## config.mk

```make
export PLATFORM = sky130hd
export DESIGN_NAME = uart_tx_drain
export DESIGN_NICKNAME = d
export VERILOG_FILES = /design/src/rtl/uart_pkg.sv /design/src/rtl/uart_baud_tick.sv /design/src/rtl/uart_tx_drain.sv
export SDC_FILE = /design/constraint.sdc
export NUM_CORES = 1
export LEC_CHECK = 0
export CAP_MARGIN = 20
export CORE_UTILIZATION = 25
export CTS_CLUSTER_DIAMETER = 30
export DETAILED_ROUTE_END_ITERATION = 10
export GPL_TIMING_DRIVEN = 0
export PLACE_DENSITY = 0.52
export RECOVER_POWER = 100
export SYNTH_ARGS = -nofsm -noshare
export SYNTH_HDL_FRONTEND = slang
export SYNTH_SLANG_ARGS = --single-unit
export TNS_END_PERCENT = 1
```

## constraint.sdc

```tcl
create_clock -name clk -period 2 [get_ports clk]
set_clock_uncertainty 0.05 [all_clocks]
set_input_delay 0.4 -clock clk [delete_from_list [all_inputs] [get_ports clk]]
set_output_delay 0.4 -clock clk [all_outputs]
set_load 0.02 [all_outputs]
```

## src/rtl/uart_pkg.sv

```systemverilog
// Shared UART definitions: TX state encoding, baud counter sizing, line idle level.
// Also supplies the default `DATA_WIDTH (8) when the build does not define it.
// Optional parity is selected by the UART_TX_PARITY_EN macro in uart_tx_drain.
`ifndef DATA_WIDTH
`define DATA_WIDTH 8
`endif

package uart_pkg;

  typedef enum logic [2:0] {
    IDLE   = 3'd0,
    FETCH  = 3'd1,
    LOAD   = 3'd2,
    START  = 3'd3,
    DATA   = 3'd4,
    PARITY = 3'd5,
    STOP   = 3'd6
  } tx_state_t;

  localparam int DEF_CLKS_PER_BIT = 868;
  localparam int BAUD_CNT_W       = $clog2(DEF_CLKS_PER_BIT);
  localparam logic UART_IDLE      = 1'b1;

  // Counter width for a given divide ratio; never narrower than one bit.
  function automatic int baud_cnt_w(input int clks);
    return (clks > 1) ? $clog2(clks) : 1;
  endfunction

endpackage

```

## src/rtl/uart_baud_tick.sv

```systemverilog
// Bit-period timer: counts 0..CLKS_PER_BIT-1 and pulses tick on the last count.
// Held at zero while clr is high so every bit period starts aligned.
module uart_baud_tick
  import uart_pkg::*;
#(
  parameter int CLKS_PER_BIT = DEF_CLKS_PER_BIT
) (
  input  logic clk,
  input  logic rst,
  input  logic clr,
  output logic tick
);

  localparam int CW = baud_cnt_w(CLKS_PER_BIT);
  localparam logic [CW-1:0] LAST = CW'(CLKS_PER_BIT - 1);

  logic [CW-1:0] cnt;

  assign tick = !clr && (cnt == LAST);

  // Free-running divider that wraps on tick and parks at zero while cleared.
  always_ff @(posedge clk or negedge rst) begin
    if (!rst)        cnt <= '0;
    else if (clr)    cnt <= '0;
    else if (tick)   cnt <= '0;
    else             cnt <= cnt + 1'b1;
  end

endmodule

```

## src/rtl/uart_tx_drain.sv

```systemverilog
// Drains the CPU output FIFO onto an 8N1 (or 8E1) UART line, LSB first.
// Sequence per word: FETCH (read strobe) -> LOAD (capture) -> START -> DATA
// -> [PARITY] -> STOP, chaining straight into FETCH while words remain.
// Optional even parity bit: define UART_TX_PARITY_EN.
module uart_tx_drain
  import uart_pkg::*;
#(
  parameter int DATA_WIDTH   = `DATA_WIDTH,
  parameter int CLKS_PER_BIT = DEF_CLKS_PER_BIT,
  parameter int STOP_BITS    = 1
) (
  input  logic                  clk,
  input  logic                  rst,
  input  logic [DATA_WIDTH-1:0] fifo_data_out,
  input  logic                  fifo_empty,
  output logic                  fifo_read_enabled,
  input  logic                  tx_enable,
  output logic                  tx,
  output logic                  busy
);

  // Index covers both data bits and stop bits.
  localparam int IDX_W = $clog2(DATA_WIDTH + STOP_BITS);
  localparam logic [IDX_W-1:0] LAST_DATA = IDX_W'(DATA_WIDTH - 1);
  localparam logic [IDX_W-1:0] LAST_STOP = IDX_W'(STOP_BITS - 1);

  tx_state_t             state;
  logic [DATA_WIDTH-1:0] shift;
  logic [DATA_WIDTH-1:0] shift_nxt;
  logic [IDX_W-1:0]      bit_idx;
  logic                  tick;
  logic                  cnt_clr;
  logic                  can_start;
`ifdef UART_TX_PARITY_EN
  logic                  par;
`endif

  // Timer only runs while a bit is actually on the line.
  assign cnt_clr   = (state == IDLE) || (state == FETCH) || (state == LOAD);
  assign shift_nxt = shift >> 1;
  assign can_start = tx_enable && !fifo_empty;

  uart_baud_tick #(
    .CLKS_PER_BIT(CLKS_PER_BIT)
  ) u_baud (
    .clk  (clk),
    .rst  (rst),
    .clr  (cnt_clr),
    .tick (tick)
  );

  // Frame sequencer; tx, busy and the read strobe are all registered outputs.
  always_ff @(posedge clk or negedge rst) begin
    if (!rst) begin
      state             <= IDLE;
      tx                <= UART_IDLE;
      busy              <= 1'b0;
      fifo_read_enabled <= 1'b0;
      bit_idx           <= '0;
      shift             <= '0;
`ifdef UART_TX_PARITY_EN
      par               <= 1'b0;
`endif
    end else begin
      fifo_read_enabled <= 1'b0;
      case (state)
        IDLE: begin
          if (can_start) begin
            state             <= FETCH;
            fifo_read_enabled <= 1'b1;
            busy              <= 1'b1;
          end
        end
        FETCH: state <= LOAD;
        LOAD: begin
          // FIFO data is valid one cycle after the strobe.
          shift <= fifo_data_out;
`ifdef UART_TX_PARITY_EN
          par   <= ^fifo_data_out;
`endif
          state <= START;
          tx    <= 1'b0;
        end
        START: begin
          if (tick) begin
            state   <= DATA;
            tx      <= shift[0];
            bit_idx <= '0;
          end
        end
        DATA: begin
          if (tick) begin
            if (bit_idx == LAST_DATA) begin
              bit_idx <= '0;
`ifdef UART_TX_PARITY_EN
              state   <= PARITY;
              tx      <= par;
`else
              state   <= STOP;
              tx      <= UART_IDLE;
`endif
            end else begin
              bit_idx <= bit_idx + 1'b1;
              shift   <= shift_nxt;
              tx      <= shift_nxt[0];
            end
          end
        end
`ifdef UART_TX_PARITY_EN
        PARITY: begin
          if (tick) begin
            state   <= STOP;
            tx      <= UART_IDLE;
            bit_idx <= '0;
          end
        end
`endif
        STOP: begin
          if (tick) begin
            if (bit_idx == LAST_STOP) begin
              bit_idx <= '0;
              // Empty flag is sampled only here; later arrivals wait for IDLE.
              if (can_start) begin
                state             <= FETCH;
                fifo_read_enabled <= 1'b1;
              end else begin
                state <= IDLE;
                busy  <= 1'b0;
              end
            end else begin
              bit_idx <= bit_idx + 1'b1;
            end
          end
        end
        default: begin
          state <= IDLE;
          tx    <= UART_IDLE;
          busy  <= 1'b0;
        end
      endcase
    end
  end

endmodule

```

==> impl_metrics.tcl <==
set metrics [dict create \
    synth_top_area_share_pct 44.0 \
    post_synth_main_area_contributors "sky130_fd_sc_hd__dfrtp_1 44%, sky130_fd_sc_hd__mux2_4 6.8%, sky130_fd_sc_hd__mux2_2 5.9%" \
    clock_tree.root_cell "sky130_fd_sc_hd__clkbuf_8" \
    via_count_of_the_first_global_routing_pass 1039 \
    fillCellCount 606 \
    place_congestion 0.755 \
    design.core.area_mm2 0.00592 \
    die_w_um 80.4 \
    finish.net_count 179 \
    timing.rr.start "u_baud.cnt[0]" \
    synth-adder-area-share_pct 2.44 \
    timing.critical_path.required_ns 2.12 \
    timing.hold.ws_ns 0.450 \
    buffer_ports.inserted 14 \
    max_slew_violation_count 29 \
    ctsHtreeMaxLevel 1 \
    boundaryPins 15 \
    clk-insertion-delay-late_ns 0.28 \
    dominant_combinational_cell_family_by_area_after_synthesis "simple AND/OR/NAND/NOR gates" \
    maximum_operating_frequency_mhz 504 \
    place_area_mm2 0.00176 \
    design_power_total_mw 0.994 \
    run_status "finished, violations left" \
    netlist_area_mm2 0.00154 \
    rsz0062_at_grt "true" \
    die_area_mm2 0.00646 \
    detailed_routing_iteration_count_for_the_pre_antenna_repair_pass 4 \
    synth-warning-count 0 \
    tritoncts "done" \
    layout-drive-gt1-share_pct 20.9 \
    leak_nw 0.779 \
    synth-compound-area-share_pct 11.5 \
    vias 1105 \
    finalSetupViolCount 0 \
    number_of_antenna_violations_at_the_first_check_in_global_routing 0 \
    timing.critical_path.to "shift[2]" \
    final_design_area_no_fill_mm2 0.00186 \
    vdd_ir_drop_max_uv 261 \
    worst_r2r_dst "shift[2]" \
    synth_xor_area_share_pct 4.56 \
    tightest_slew_ns 1.58 \
    worstRegToRegCells 6 \
    syn_avg_cell_area_um2 10.7 \
    final_hold_viol_count 0 \
    worst-path-max-fanout 8 \
    start_kind "flip-flop" \
    netlist_cell_types 44 \
    slew_headroom_pct -5.05 \
    path_clk_slew_ns 0.10 \
    critical_path.startpoint "u_baud.cnt[0]" \
    num_rows 28 \
    drt-wirelength-per-cell_um 12.5 \
    count_of_unresolved_drc_violations_after_routing 0 \
    worst_path_arrival_ns 2.10 \
    critPathKind "flip-flop to flip-flop" \
    global_route_wire_length_before_repair_um 5060 \
    finalCriticalPeriod_ns 1.98 \
    drt_iter0_drc 52 \
    routed_wirelength_um 2980 \
    cts_inserted_buffers 3 \
    drt-vias-per-instance 4.64 \
    syn-num-nets 158 \
    endpoint_kind "flip-flop" \
    synth.area.mux_share_pct 12.7 \
    worst_hold_path_type "input port to async pin" \
    clock_tree.buffer_depth 2 \
    dpl.hpwl_um 2080 \
    layout-area-overhead-vs-synth_pct 21.0 \
    failed_checks "max-capacitance violations, max-slew violations" \
    ctsHoldBuffers 0 \
    r2r_slack_ns 0.02 \
    start_util_pct 25.9 \
    power_density_mw_per_mm2 535 \
    period_share_pct 99.1 \
    layoutNonFillerInstCount 238 \
    die_y_um 80.4 \
    yosysSeqAreaShare_pct 45.7 \
    antenna_violating_nets_post_route 0 \
    grt-ovfl-total 0 \
    dpl.cell_count 232 \
    grt_start_max_net_pins 29 \
    yosys.area_share.simple_pct 20.2 \
    antenna_cells_inserted 0 \
    cap_violations 1 \
    cts.sinks 28 \
    grt_usage_pct 9.72 \
    synth_cells 143 \
    synth_area_leader_cell "sky130_fd_sc_hd__dfrtp_1" \
    ys_seq_elements 28 \
]
worst max-delay path, cell delays in order, from the launching register on:
cell	delay (ns)
sky130_fd_sc_hd__dfrtp_1	0.43
sky130_fd_sc_hd__ha_4	0.17
sky130_fd_sc_hd__and4b_2	0.26
sky130_fd_sc_hd__nand4_4	0.14
sky130_fd_sc_hd__nor4b_4	0.34
sky130_fd_sc_hd__o21ai_4	0.16
sky130_fd_sc_hd__mux2_4	0.32
timing repair:
| action | in CTS | in global routing |
|---|---|---|
| endpoints found under the setup margin | 8 | 9 |
| setup buffers | 0 | 2 |
| resized for setup | 4 | 2 |
| pin swaps | 1 | 1 |
stage by stage:
step / TNS [ns] / setup slack [ns] / util (%)
floorplan: 0 / 0.117 / -
global placement: -3.86 / -0.131 / 29.9
detailed placement: -0.635 / -0.162 / 29.8
CTS: -0.118 / -0.0209 / 31.0
global route: -0.426 / -0.0671 / 31.4
finish: 0 / 0.0173 / 31.4
synthesized netlist by cell type (all sizes together):
cell type  number
a2111oi         1
a211oi          2
a21o            2
a21oi           6
a311oi          1
a31o            1
a31oi           1
a32o            1
and2            2
and2b           1
and3            1
and3b           1
and4            1
and4b           1
and4bb          1
buf             2
clkbuf          2
dfrtp          27
dfstp           1
ha              3
inv             7
mux2           15
nand2          11
nand2b          2
nand3           7
nand4           2
nor2           15
nor2b           2
nor3            2
nor3b           1
nor4            2
nor4b           1
o211ai          1
o21ai           6
o2bb2ai         1
o31ai           1
o32ai           1
xnor2           5
xor2            3
worst min-delay path by stage:
stage / endpoint / slack [ns] / from / cells past startpoint
2_1_floorplan: bit_idx[0] / 0.05 / rst / 0
3_3_place_gp: shift[7] / 0.43 / shift[7] / 1
3_5_place_dp: u_baud.cnt[0] / 0.43 / u_baud.cnt[0] / 1
4_1_cts: shift[5] / 0.12 / rst / 1
5_1_grt: shift[3] / 0.48 / shift[3] / 1
6_report: shift[3] / 0.45 / rst / 1
layout by cell type, fill, tap and decap left out, drive strengths merged, types with 2 or more instances in the layout:
cell type,n
inv,7
nand4,2
buf,4
o21ai,6
a21o,2
a211oi,2
nand3,7
nor2,15
xor2,3
and2,2
nor4,2
xnor2,5
dfrtp,27
nor2b,2
nand2b,2
ha,3
a21oi,6
mux2,15
nor3,2
clkbuf,7
clkdlybuf4s50,13
nand2,11
power by group:
part | switching, mW | leakage (nW) | internal [mW] | total [mW]
Sequential | 0.00476 | 0.335 | 0.574 | 0.579
Combinational | 0.0202 | 0.415 | 0.0340 | 0.0542
Clock | 0.185 | 0.0288 | 0.176 | 0.361
Total | 0.210 | 0.779 | 0.785 | 0.994
per-layer routing:
metal | GRT usage [%] | share of wire, % | up-vias
met5 | 0 | 0 | -
met4 | 1.07 | 0 | 0
met3 | 1.59 | 3.5 | 0
met2 | 14.4 | 44 | 15
met1 | 15.0 | 53 | 545
li1 | - | - | 545
kinds of logic (layout without fill, tap and decap cells):
kind of cell / count (synthesis) / after routing
xor gates and xnor gates: 8 / 8
buffers and inverters: 11 / 31
muxes: 15 / 15
AOI/OAI and AO/OA: 25 / 25
adders and majority gates: 3 / 3
and+or+nand+nor: 53 / 53
DFF: 28 / 28
cell type report:
type,count,area (um^2),area share (%)
Inverter,7,26.3,1.41
Multi-Input combinational cell,104,815,43.8
Buffer,4,17.5,0.943
Timing Repair Buffer,16,149,8.01
Sequential cell,28,702,37.8
Clock buffer,4,55.1,2.96
Tap cell,75,93.8,5.05
registers in the layout, summed over array words and instances (netlist names):
signal             cells
bit_idx                4
busy                   1
fifo_read_enabled      1
shift                  8
state                  3
tx                     1
u_baud.cnt            10
Note: power is estimated with default switching activity, not from simulation.
